[src/rtl/rb2_frame_rx_pkg.sv]
// Shared constants and state encoding for the RB2 serial frame receiver.
package rb2_frame_rx_pkg;

  localparam int unsigned ADDR_W     = 3;
  localparam int unsigned DATA_W     = 18;
  localparam int unsigned NUM_FRAMES = 8;

  localparam int unsigned FRAME_W  = ADDR_W + DATA_W;
  localparam int unsigned BITCNT_W = $clog2(FRAME_W);
  localparam int unsigned FRMCNT_W = $clog2(NUM_FRAMES + 1);
  localparam int unsigned ADDR_MSB = FRAME_W - 1;
  localparam int unsigned ADDR_LSB = DATA_W;

  typedef enum logic [1:0] {
    ST_RUN,
    ST_WRITE,
    ST_DONE
  } rx_state_t;

endpackage

[src/rtl/rb2_frame_rx_sd_deser.sv]
// Serial-to-parallel frame capture: shift register plus bit counter, MSB first.
module sd_deser
  import rb2_frame_rx_pkg::*;
(
  input  logic               i_clk,
  input  logic               i_rst,
  input  logic               i_sen,
  input  logic               i_sd,
  output logic               o_frame_valid,
  output logic [FRAME_W-1:0] o_frame
);

  logic [FRAME_W-2:0]  r_shift;
  logic [BITCNT_W-1:0] r_bitcnt;
  logic                w_last;

  assign w_last = !i_sen && (r_bitcnt == BITCNT_W'(FRAME_W - 1));

  always_ff @(posedge i_clk) begin
    if (i_rst) begin
      r_shift  <= '0;
      r_bitcnt <= '0;
    end else if (i_sen) begin
      r_bitcnt <= '0;
    end else begin
      r_shift  <= {r_shift[FRAME_W-3:0], i_sd};
      r_bitcnt <= w_last ? '0 : r_bitcnt + 1'b1;
    end
  end

  // The final bit is taken straight from i_sd so the frame is presented on the
  // same edge that captures it; only the first FRAME_W-1 bits need storage.
  assign o_frame_valid = w_last;
  assign o_frame       = {r_shift, i_sd};

endmodule

[src/rtl/rb2_frame_rx.sv]
// RB2 frame receiver: deserialises address/data frames and writes them into RB2.
module rb2_frame_rx
  import rb2_frame_rx_pkg::*;
(
  input  logic              clk,
  input  logic              rst,
  input  logic              sen,
  input  logic              sd,
  output logic              RB2_RW,
  output logic [ADDR_W-1:0] RB2_A,
  output logic [DATA_W-1:0] RB2_D,
  input  logic [DATA_W-1:0] RB2_Q,
  output logic              S2_done,
  output logic              seq_err
);

  logic                w_frame_valid;
  logic [FRAME_W-1:0]  w_frame;
  logic [ADDR_W-1:0]   w_addr;
  logic [DATA_W-1:0]   w_data;
  logic                w_accept;
  logic                w_unused;

  rx_state_t           r_state;
  rx_state_t           w_next;
  logic [FRMCNT_W-1:0] r_frame_cnt;
  logic [ADDR_W-1:0]   r_a;
  logic [DATA_W-1:0]   r_d;
  logic                r_seq_err;

  sd_deser u_deser (
    .i_clk         (clk),
    .i_rst         (rst),
    .i_sen         (sen),
    .i_sd          (sd),
    .o_frame_valid (w_frame_valid),
    .o_frame       (w_frame)
  );

  assign w_addr   = w_frame[ADDR_MSB:ADDR_LSB];
  assign w_data   = w_frame[ADDR_LSB-1:0];
  assign w_unused = ^RB2_Q;

  always_ff @(posedge clk) begin
    if (rst) r_state <= ST_RUN;
    else     r_state <= w_next;
  end

  always_comb begin
    w_next   = r_state;
    w_accept = 1'b0;
    case (r_state)
      ST_RUN: begin
        if (w_frame_valid) begin
          w_accept = 1'b1;
          w_next   = ST_WRITE;
        end
      end
      // Counter was bumped on the accept edge, so it already reflects this write.
      ST_WRITE: w_next = (r_frame_cnt == FRMCNT_W'(NUM_FRAMES)) ? ST_DONE : ST_RUN;
      ST_DONE:  w_next = ST_DONE;
      default:  w_next = ST_RUN;
    endcase
  end

  always_ff @(posedge clk) begin
    if (rst) begin
      r_a         <= '0;
      r_d         <= '0;
      r_frame_cnt <= '0;
      r_seq_err   <= 1'b0;
    end else if (w_accept) begin
      r_a <= w_addr;
      r_d <= w_data;
      if (FRMCNT_W'(w_addr) != r_frame_cnt) r_seq_err <= 1'b1;
      if (r_frame_cnt != FRMCNT_W'(NUM_FRAMES)) r_frame_cnt <= r_frame_cnt + 1'b1;
    end
  end

  assign RB2_RW  = (r_state != ST_WRITE);
  assign RB2_A   = r_a;
  assign RB2_D   = r_d;
  assign S2_done = (r_state == ST_DONE);
  assign seq_err = r_seq_err;

endmodule

[config.mk]
export PLATFORM = sky130hd
export DESIGN_NAME = rb2_frame_rx
export DESIGN_NICKNAME = d
export VERILOG_FILES = /design/src/rtl/rb2_frame_rx_pkg.sv /design/src/rtl/rb2_frame_rx_sd_deser.sv /design/src/rtl/rb2_frame_rx.sv
export SDC_FILE = /design/constraint.sdc
export NUM_CORES = 1
export LEC_CHECK = 0
export CAP_MARGIN = 20
export CORE_MARGIN = 10
export CORE_UTILIZATION = 25
export DETAILED_ROUTE_END_ITERATION = 6
export HOLD_SLACK_MARGIN = 0.08
export PLACE_DENSITY = 0.48
export SLEW_MARGIN = 20
export SYNTH_ARGS = -nofsm -noshare
export SYNTH_HDL_FRONTEND = slang
export SYNTH_HIERARCHICAL = 1
export SYNTH_SLANG_ARGS = --single-unit
[constraint.sdc]
create_clock -name clk -period 2.95 [get_ports clk]
set_clock_uncertainty 0.05 [all_clocks]
set_input_delay 0.7375 -clock clk [delete_from_list [all_inputs] [get_ports clk]]
set_output_delay 0.7375 -clock clk [all_outputs]
set_load 0.02 [all_outputs]
### Yosys cells after proc, flatten, opt, wreduce, memory -nomap -nowiden

Index checks and enable logic that the tools add are counted.

| operators by class | value |
|---|---|
| $add $sub $neg | 2 |
| eq/ne operators | 8 |
| muxes and demuxes | 5 |
| reduce and logical (&&, ||, !) cells | 6 |

Operators by type and width:

| kind | number |
|---|---|
| $pmux 2 s3 | 1 |
| $add 5x1->5 const B | 1 |
| $eq 5x5->1 const B | 1 |
| $add 4x1->4 const B | 1 |
| $eq 4x4->1 const B | 1 |
| $mux 2 | 2 |
| $ne 2x1->1 const B | 2 |
| $ne 3x4->1 | 1 |
| $ne 4x4->1 const B | 1 |
| $reduce_and 2->1 | 2 |
| $reduce_or 3->1 | 1 |
| $eq 2x1->1 const B | 1 |
| $eq 2x2->1 const B | 1 |
| $logic_not 2->1 | 1 |
| $mux 1 | 2 |
| $logic_and 1x1->1 | 1 |
| $logic_not 1->1 | 1 |

| word-level totals | value |
|---|---|
| flip-flop bits (word level) | 53 |
| output and inout bits | 24 |

### Depth between registers and ports, before layout

Gate-level depths: netlist (run 1).

| logic depth | value |
|---|---|
| word-level depth | 5 |
| mapped depth | 9 |
| mapped depth without buffers | 7 |

### Modules after synthesis

Netlist (run 1), hierarchy kept.

Modules (own cells, without submodules):

| module | instances | cells an instance | area an instance (µm²) | sequential area each (µm²) |
|---|---|---|---|---|
| rb2_frame_rx | 1 | 133 | 1068.5 | 560.5 |
| sd_deser | 1 | 89 | 928.4 | 500.5 |

### Worst setup path before layout (run 1)

OpenSTA, ideal clock, no wires.

| path | value |
|---|---|
| path kind | input -> register |
| start point | input port sen |
| end point | register r_frame_cnt[2] |
| library setup time | 0.070 ns |
| data arrival time | 2.210 ns |
| slack | 0.619 ns |
| cell stages on the path | 7 |
| path buffers | 3 |
| path through | clkbuf_1 > buf_4 > nor2b_1 > or3b_1 > buf_2 > or4_1 > a21oi_1 |

| between the ends | value |
|---|---|
| cells in the longest elaborated chain, start to end | 5 |

Ends and longest elaborated chain:

| item | line | RTL |
|---|---|---|
| from (decl) | rb2_frame_rx.sv:7 | `input logic sen,` |
| $logic_not 1->1 | rb2_frame_rx_sd_deser.sv:17 | `assign w_last = !i_sen && (r_bitcnt == BITCNT_W'(FRAME_W - 1));` |
| $logic_and 1x1->1 | rb2_frame_rx_sd_deser.sv:17 |  |
| via w_frame_valid | rb2_frame_rx.sv:17 | `logic w_frame_valid;` |
| $mux 1 | rb2_frame_rx.sv:54 | `if (w_frame_valid) begin` |
| $mux 1 | rb2_frame_rx.sv:52 | `case (r_state)` |
| $reduce_and 2->1 (no source line) | -- |  |
| to (signal assigned) | rb2_frame_rx.sv:76 | `if (r_frame_cnt != FRMCNT_W'(NUM_FRAMES)) r_frame_cnt <= r_frame_cnt + 1'b1;` |
| to (decl) | rb2_frame_rx.sv:26 | `logic [FRMCNT_W-1:0] r_frame_cnt;` |

The timed path passes the listed nets, and every way through them passes these cells.
A chain may end at the register's enable or synchronous reset.

### Worst setup path after layout (run 1)

| path | value |
|---|---|
| start point | register r_state[1] |
| end point | output port RB2_RW |

| between the ends | value |
|---|---|
| cells in the longest elaborated chain, start to end | 1 |

Ends and longest elaborated chain:

| item | line | RTL |
|---|---|---|
| from (decl) | rb2_frame_rx.sv:24 | `rx_state_t r_state;` |
| from (signal assigned) | rb2_frame_rx.sv:46 | `else r_state <= w_next;` |
| $ne 2x1->1 | rb2_frame_rx.sv:80 | `assign RB2_RW = (r_state != ST_WRITE);` |
| to (decl) | rb2_frame_rx.sv:9 | `output logic RB2_RW,` |

Every way passes these cells.

==> flow_metrics.env, run 1 <==
export IMPL_outcome="complete, no violations"
export IMPL_cts_buffer_depth=2
export IMPL_slowest_stage="clkdlybuf4s50_1"
export IMPL_via_per_inst=4.11
export IMPL_hold_class="flip-flop to flip-flop"
export IMPL_via_count=1444
export IMPL_netlist_area_mm2=0.00200
export IMPL_ant_nets=0
export IMPL_syn_inst=222
export IMPL_hold_buffers=0
export IMPL_cp_startpoint="r_state[1]"
export IMPL_report_final_slew_viol_count=0
export IMPL_final_period_minus_worst_setup_slack_ps=2370
export IMPL_cp_end_kind="output pin"
export IMPL_htreeDepth=2
export IMPL_core_mm2=0.00777
export IMPL_finalSetupViolCount=0
export IMPL_critical_path_buf_inv_count=2
export IMPL_finalHoldViolCount=0
export IMPL_grt_pass1_wl_um=7000
export IMPL_setup_worst_path_class="flip-flop to output pin"
export IMPL_fin_crit_sh_pct=80.4
export IMPL_die_h_um=109
export IMPL_reg2reg_depth=7
export IMPL_finalPower_mw=1.15
export IMPL_maxCapViolCount=0
export IMPL_ys_types=26
export IMPL_boundaryPins=46
export IMPL_vdd_ir_drop_max_v=0.000263
export IMPL_firstDrtPassIters=4
export IMPL_antenna_cells=0
export IMPL_nets=274
export IMPL_grt_pass1_vias=1426
export IMPL_yosys_warnings=6
export IMPL_dp_cells=343
export IMPL_wl_um=4070
export IMPL_place_hpwl_um=2850
export IMPL_core_rowCount=32
export IMPL_cp_cell_sequence="and2b_1 > inv_1 > clkdlybuf4s50_1"
export IMPL_whs_ps=401
export IMPL_arrival_ps=1580
export IMPL_cts_sinks=53
export IMPL_cts_resized_gates=0
export IMPL_post_route_util_pct=31.7
export IMPL_wl_per_cell_um=11.6
export IMPL_grt_max_degree=34
export IMPL_syn_avg_cell_area_um2=9.00
export IMPL_worstSetupStartpointType="flip-flop"
export IMPL_clk_pin_slew_ps=90
export IMPL_rsz0062_at_grt="no"
export IMPL_crit_end="RB2_RW"
export IMPL_cp_max_fo=4
export IMPL_rr_startpoint="u_deser/r_bitcnt[0]"
export IMPL_place_congestion=0.683
export IMPL_drtIter0Drc=92
export IMPL_relSlewSlack_pct=72.7
export IMPL_ys_seq_area_share_pct=53.1
export IMPL_power_density_mw_per_mm2=466
export IMPL_tightest_slew_ps=410
export IMPL_leakage_nw=0.927
export IMPL_syn_num_nets=248
export IMPL_max_freq_ghz=0.422
export IMPL_drc=0
export IMPL_cts_tree="done"
export IMPL_area_growth_synth_to_final_pct=23.3
export IMPL_critPathMaxStageDelay_ps=600
export IMPL_clock_latency_ps=300
export IMPL_yosys_register_bits=53
export IMPL_layout_drive_gt1_share_pct=6.43
export IMPL_portBuffers=27
export IMPL_tns_ps=0
export IMPL_cts_root_buf="clkbuf_8"
export IMPL_overflow=0
export IMPL_die_area_mm2=0.0120
export IMPL_r2r_slack_ps=700
export IMPL_cts_setup_buffers=0
export IMPL_cts_inserted_buffers=5
export IMPL_start_util_pct=25.7
export IMPL_cp_num_cells=3
export IMPL_grt_antenna_before_repair=0
export IMPL_final_cells=351
export IMPL_cp_required_ps=2160
export IMPL_crit_family="buffers and inverters"
export IMPL_grt_use_total_pct=7.16
export IMPL_r2r_end="r_frame_cnt[2]"
export IMPL_die_w_um=109
==> cell type report <==
type	count	area, um2
clock buffer	6	72.6
clock inverter	2	10.0
fill	858	5310
inverter	8	30.0
multi-input combinational	147	846
sequential	53	1060
tap	102	128
timing repair buffer	33	315
==> synthesized netlist by cell type <==
cell type / n / area share (%)
or3_1: 1 / 0.31
ha_1: 4 / 2.5
inv_1: 8 / 1.5
o21ai_0: 3 / 0.75
xnor2_1: 1 / 0.44
nand3b_1: 1 / 0.38
buf_2: 1 / 0.25
nor2_1: 30 / 5.6
and2b_1: 1 / 0.38
and4b_1: 1 / 0.50
dfxtp_1: 53 / 53
mux2i_1: 20 / 10
nor3b_1: 1 / 0.38
buf_4: 3 / 1.1
clkbuf_1: 10 / 1.9
nor2b_1: 2 / 0.63
o41ai_1: 1 / 0.44
mux2_2: 1 / 0.56
nand2_1: 42 / 7.9
nand3_1: 3 / 0.75
and3b_1: 1 / 0.44
a21oi_1: 26 / 6.5
or3_4: 1 / 0.56
xor2_1: 5 / 2.2
or4_1: 1 / 0.38
or3b_1: 1 / 0.44
==> report_power, final <==
group          internal [mW]  leakage, nW  total [mW]  switching, mW
combinational         0.0150        0.455      0.0370         0.0221
clock                  0.165       0.0450       0.390          0.225
sequential             0.718        0.427       0.720        0.00250
==> tightest hold or removal path: cells and delay by family, from the launching register on <==
family,cells,cell delay (ps)
flip-flops,1,320
buffers and inverters,1,50
AO/OA/AOI/OAI,1,50
==> sequential cells by signal, indices dropped and copies added (netlist names) <==
| signal | cells |
|---|---|
| u_deser/r_shift | 20 |
| RB2_D | 18 |
| u_deser/r_bitcnt | 5 |
| r_frame_cnt | 4 |
| RB2_A | 3 |
| r_state | 2 |
| seq_err | 1 |
==> routing by layer <==
layer,track usage (%),part of all wire [%]
met3,3.16,6.7
met5,0,0
met4,1.95,0.66
met2,10.2,42
met1,9.59,50
==> how the worst min path moves through the flow <==
stage / from / end / slack (ps) / cells after the start
2_1_floorplan: u_deser/r_bitcnt[0] / u_deser/r_bitcnt[0] / 380 / 1
3_3_place_gp: seq_err / seq_err / 390 / 2
3_5_place_dp: seq_err / seq_err / 390 / 2
4_1_cts: seq_err / seq_err / 410 / 2
5_1_grt: RB2_D[12] / RB2_D[12] / 430 / 2
6_report: seq_err / seq_err / 400 / 2
==> per-stage QoR <==
stage / setup WS, ps / instance area (um2)
2_1_floorplan: 619 / 2000
3_3_place_gp: 287 / 2380
3_5_place_dp: 248 / 2380
4_1_cts: 544 / 2460
5_1_grt: 431 / 2460
6_report: 578 / 2460
==> cells in the final DEF, fill, tap and decap left out, types with 2 or more instances in the layout <==
cell type,instances
a21oi_1,26
buf_4,6
clkbuf_8,5
clkdlybuf4s50_1,27
clkinv_2,2
dfxtp_1,53
ha_1,4
inv_1,8
mux2i_1,20
nand2_1,42
nand3_1,3
nor2_1,30
nor2b_1,2
o21ai_0,3
xor2_1,5
==> cells by family after synthesis <==
logic type	Yosys count	share of synthesized area, %
mux	21	10.6
buf+inv	22	4.76
flops	53	53.1
fa+ha+maj	4	2.51
xor+xnor	6	2.63
compound gates	30	7.71
simple gates	86	18.7
No activity file was read; power rests on OpenSTA's default activity.
==> run 2, diff against run 1 <==
Clock period 2.95 ns to 2.3 ns, I/O delays scaled along.
==> flow_metrics.env, run 2 (synthesis results as in run 1) <==
export IMPL_outcome="complete, no violations"
export IMPL_grt_pass1_wl_um=7180
export IMPL_die_area_mm2=0.0120
export IMPL_setup_worst_path_class="flip-flop to output pin"
export IMPL_crit_family="buffers and inverters"
export IMPL_portBuffers=27
export IMPL_boundaryPins=46
export IMPL_wl_um=4130
export IMPL_final_cell_mix="dfxtp_1, nand2_1, nor2_1"
export IMPL_finalHoldViolCount=0
export IMPL_start_util_pct=25.7
export IMPL_largest_register="u_deser/r_shift"
export IMPL_cts_buffer_depth=2
export IMPL_firstDrtPassIters=4
export IMPL_maxCapViolCount=0
export IMPL_critPathMaxStageDelay_ps=610
export IMPL_intPower_mw=1.30
export IMPL_post_route_util_pct=32.5
export IMPL_leakage_nw=0.953
export IMPL_finalSetupViolCount=0
export IMPL_cts_root_buf="clkbuf_8"
export IMPL_grt_antenna_before_repair=0
export IMPL_layout_drive_gt1_share_pct=7.94
export IMPL_wl_per_cell_um=11.7
export IMPL_n_fill_cell=848
export IMPL_grt_pass1_vias=1466
export IMPL_rr_startpoint="u_deser/r_bitcnt[0]"
export IMPL_cts_setup_buffers=0
export IMPL_core_rowCount=32
export IMPL_final_period_minus_worst_setup_slack_ps=2180
export IMPL_power_density_mw_per_mm2=647
export IMPL_cp_startpoint="r_state[1]"
export IMPL_clock_power_share_pct=40.4
export IMPL_cts_tree="done"
export IMPL_max_freq_ghz=0.459
export IMPL_overflow=0
export IMPL_finalPower_mw=1.63
export IMPL_die_h_um=109
export IMPL_multi_input_area_um2=846
export IMPL_mostFrequentLayoutCell="dfxtp_1"
export IMPL_p_switching_uw=338
export IMPL_r2r_slack_ps=220
export IMPL_die_w_um=109
export IMPL_grt_use_total_pct=7.46
export IMPL_grt_max_degree=22
export IMPL_seqCellArea_mm2=0.00106
export IMPL_tns_ps=0
export IMPL_tightest_slew_ps=368
export IMPL_worstSetupStartpointType="flip-flop"
export IMPL_crit_end="RB2_RW"
export IMPL_core_mm2=0.00777
export IMPL_via_count=1460
export IMPL_drtIter0Drc=73
export IMPL_cp_cell_sequence="and2b_1 > inv_1 > clkdlybuf4s50_1"
export IMPL_layout_setup_ws_ps=121
export IMPL_cp_max_fo=4
export IMPL_htreeDepth=2
export IMPL_cp_num_cells=3
export IMPL_via_per_inst=4.12
export IMPL_hold_class="flip-flop to flip-flop"
export IMPL_slowest_stage="clkdlybuf4s50_1"
export IMPL_vdd_ir_drop_max_v=0.000343
export IMPL_cts_inserted_buffers=5
export IMPL_antenna_cells=0
export IMPL_largest_reg_flops=20
export IMPL_p_seq_share_pct=56.6
export IMPL_r2r_end="r_frame_cnt[2]"
export IMPL_report_final_slew_viol_count=0
export IMPL_rsz0062_at_grt="no"
export IMPL_swShare_pct=20.7
export IMPL_clock_latency_ps=300
export IMPL_ant_nets=0
export IMPL_fin_crit_sh_pct=94.7
export IMPL_nets=277
export IMPL_place_hpwl_um=2890
export IMPL_reg2reg_depth=7
export IMPL_cts_resized_gates=0
export IMPL_hold_buffers=0
export IMPL_relSlewSlack_pct=75.5
export IMPL_place_congestion=0.693
export IMPL_area_growth_synth_to_final_pct=26.3
export IMPL_cp_end_kind="output pin"
export IMPL_critical_path_buf_inv_count=2
export IMPL_cts_sinks=53
export IMPL_place_worst_setup_slack_ps=-53.9
export IMPL_cp_required_ps=1670
export IMPL_arrival_ps=1550
export IMPL_power_frac_comb_pct=3.1
export IMPL_drc=0
export IMPL_clk_pin_slew_ps=90
## run 2: changes by cell type in the layout (fill, tap and decap cells not counted), sizes merged
cell | previous run | this run
buf | 6 | 9
clkinv | 2 | 0
bufinv | 0 | 1
clkinvlp | 0 | 1
## run 2: power groups by stage
stage | sequential, mW | combinational, mW | clock (mW)
detailed placement | 0.945 | 0.0507 | 0
finish | 0.924 | 0.0498 | 0.659
global route | 0.925 | 0.0553 | 0.721
floorplan | 0.945 | 0.0361 | 0
CTS | 0.924 | 0.0509 | 0.684
global placement | 0.945 | 0.0511 | 0
## run 2: through the flow
stage	hold WS, ps	cell area [um2]	cells
floorplan	380	2000	222
global placement	390	2400	346
detailed placement	395	2400	346
CTS	410	2520	354
global route	424	2520	354
finish	407	2520	354
## run 2: metal layers
layer  vias up  wire length [um]  GRT usage, %  share of wire [%]
met5         -                 0             0                  0
met4         0                59          2.79                1.4
met3         5               240          2.98                5.8
met2        20              1780          11.2                 43
met1       661              2060          9.42                 50
li1        774                 -             -                  -
## run 2: layout make-up
class	instances	share of cell area [%]
repair buffers	36	13.4
clock buffers	6	3.27
multi-input cells	147	33.5
inverters	8	1.19
clock inverters	2	1.49
flip-flops and latches	53	42.1
well taps	102	5.06
## run 2: worst register-to-register path, cell delays in order (launching register included)
cell and delay, ps:
dfxtp_1 340, inv_1 60, ha_1 140, and4b_1 220, nor2b_1 160, or3b_1 440, or4_1 490, a21oi_1 120
## run 2: how the worst min path moves through the flow
stage                               end  cells after the start  slack, ps           startpoint
floorplan           u_deser/r_bitcnt[0]                      1        380  u_deser/r_bitcnt[0]
global route                    seq_err                      2        420              seq_err
finish                        RB2_D[15]                      2        410            RB2_D[15]
detailed placement              seq_err                      2        400              seq_err
global placement                seq_err                      2        390              seq_err
CTS                             seq_err                      2        410              seq_err
==> run 3, diff against run 2 <==
Settings changed: CORE_ASPECT_RATIO from default to 0.6, CTS_CLUSTER_SIZE from default to 25.
==> flow_metrics.env, run 3 (synthesis results as in run 1) <==
export IMPL_outcome="complete, no violations"
export IMPL_grt_antenna_before_repair=0
export IMPL_die_w_um=135
export IMPL_area_growth_synth_to_final_pct=29.4
export IMPL_hold_buffers=0
export IMPL_start_util_pct=25.5
export IMPL_multi_input_area_um2=846
export IMPL_cts_buffer_depth=2
export IMPL_layout_drive_gt1_share_pct=8.33
export IMPL_largest_reg_flops=20
export IMPL_grt_use_total_pct=7.78
export IMPL_vdd_ir_drop_max_v=0.000261
export IMPL_hold_class="flip-flop to flip-flop"
export IMPL_slowest_stage="clkdlybuf4s50_1"
export IMPL_mostFrequentLayoutCell="dfxtp_1"
export IMPL_whs_ps=398
export IMPL_placed_area_mm2=0.00240
export IMPL_report_final_slew_viol_count=0
export IMPL_grt_pass1_wl_um=7370
export IMPL_rr_startpoint="u_deser/r_bitcnt[0]"
export IMPL_cts_root_buf="clkbuf_16"
export IMPL_cp_num_cells=3
export IMPL_seqCellArea_mm2=0.00106
export IMPL_hold_start="seq_err"
export IMPL_cp_max_fo=4
export IMPL_via_per_inst=3.97
export IMPL_grt_max_degree=28
export IMPL_relSlewSlack_pct=67.3
export IMPL_cp_required_ps=1670
export IMPL_cp_cell_sequence="and2b_1 > inv_1 > clkdlybuf4s50_1"
export IMPL_die_h_um=89.2
export IMPL_final_cell_mix="dfxtp_1, nand2_1, nor2_1"
export IMPL_critical_path_buf_inv_count=2
export IMPL_finalPower_mw=1.85
export IMPL_setup_worst_path_class="flip-flop to output pin"
export IMPL_cts_sinks=53
export IMPL_grt_pass1_vias=1483
export IMPL_drc=0
export IMPL_post_route_util_pct=33.0
export IMPL_rsz0062_at_grt="no"
export IMPL_max_freq_ghz=0.465
export IMPL_leakage_nw=0.998
export IMPL_ant_nets=0
export IMPL_cp_end_kind="output pin"
export IMPL_final_period_minus_worst_setup_slack_ps=2150
export IMPL_power_density_mw_per_mm2=715
export IMPL_cts_inserted_buffers=5
export IMPL_crit_family="buffers and inverters"
export IMPL_hold_path_depth=2
export IMPL_hold_end="seq_err"
export IMPL_core_mm2=0.00782
export IMPL_worstSetupStartpointType="flip-flop"
export IMPL_cts_tree="done"
export IMPL_clock_latency_ps=290
export IMPL_n_fill_cell=840
export IMPL_drtIter0Drc=76
export IMPL_r2r_slack_ps=150
export IMPL_clk_pin_slew_ps=70
export IMPL_fin_crit_sh_pct=93.6
export IMPL_wl_um=4270
export IMPL_finish_instance_area_mm2=0.00258
export IMPL_cts_setup_buffers=0
export IMPL_overflow=0
export IMPL_arrival_ps=1530
export IMPL_antenna_cells=0
export IMPL_core_rowCount=25
export IMPL_reg2reg_depth=7
export IMPL_htreeDepth=2
export IMPL_tightest_slew_ps=490
export IMPL_nets=277
export IMPL_portBuffers=27
export IMPL_place_congestion=0.759
export IMPL_via_count=1428
export IMPL_wl_per_cell_um=11.9
export IMPL_largest_register="u_deser/r_shift"
export IMPL_r2r_end="r_frame_cnt[2]"
export IMPL_finalHoldViolCount=0
export IMPL_firstDrtPassIters=4
export IMPL_boundaryPins=46
export IMPL_place_hpwl_um=3100
export IMPL_critPathMaxStageDelay_ps=590
export IMPL_finalSetupViolCount=0
export IMPL_die_area_mm2=0.0121
export IMPL_maxCapViolCount=0
[run 3: final cells by class]
class	count	share of cell area [%]
Tap cell	108	5.23
Sequential cell	53	41.1
Inverter	8	1.16
Timing Repair Buffer	36	13.0
Clock inverter	2	1.45
Clock buffer	6	5.38
Multi-Input combinational cell	147	32.7
[run 3: worst max-delay path by stage]
stage | endpoint | start | slack (ps)
floorplan | r_frame_cnt[2] | sen | 130
global placement | r_frame_cnt[2] | sen | -120
detailed placement | r_frame_cnt[2] | sen | -120
CTS | S2_done | r_state[1] | 80
global route | r_frame_cnt[2] | u_deser/r_bitcnt[0] | 0.3
finish | RB2_RW | r_state[1] | 150
[run 3: report_power, final]
part	internal, mW	switching, mW
clock network	0.543	0.333
logic	0.0183	0.0285
registers	0.921	0.00310
total	1.48	0.365
[run 3: worst min-delay path, cell delays in order (launching register included)]
cell and delay, ps:
dfxtp_1 310, inv_1 40, a21oi_1 50
[run 3: stage by stage]
stage	std cells	setup TNS (ps)	worst slack, ps
6_report	360	0	148
5_1_grt	360	0	0.260
4_1_cts	360	0	80.9
3_5_place_dp	352	-224	-124
3_3_place_gp	352	-212	-120
2_1_floorplan	222	0	132
[run 3: what timing repair did]
action                     in CTS  in global routing
setup endpoints to repair       0                  1
gates resized for setup         0                  1
hold endpoints to repair        0                  0
[run 3: layer usage]
| layer | track usage (%) | wire length [um] | vias up |
|---|---|---|---|
| li1 | - | - | 776 |
| met1 | 10.5 | 2430 | 623 |
| met2 | 10.6 | 1500 | 22 |
| met3 | 3.31 | 265 | 7 |
| met4 | 3.21 | 65 | 0 |
| met5 | 0 | 0 | - |
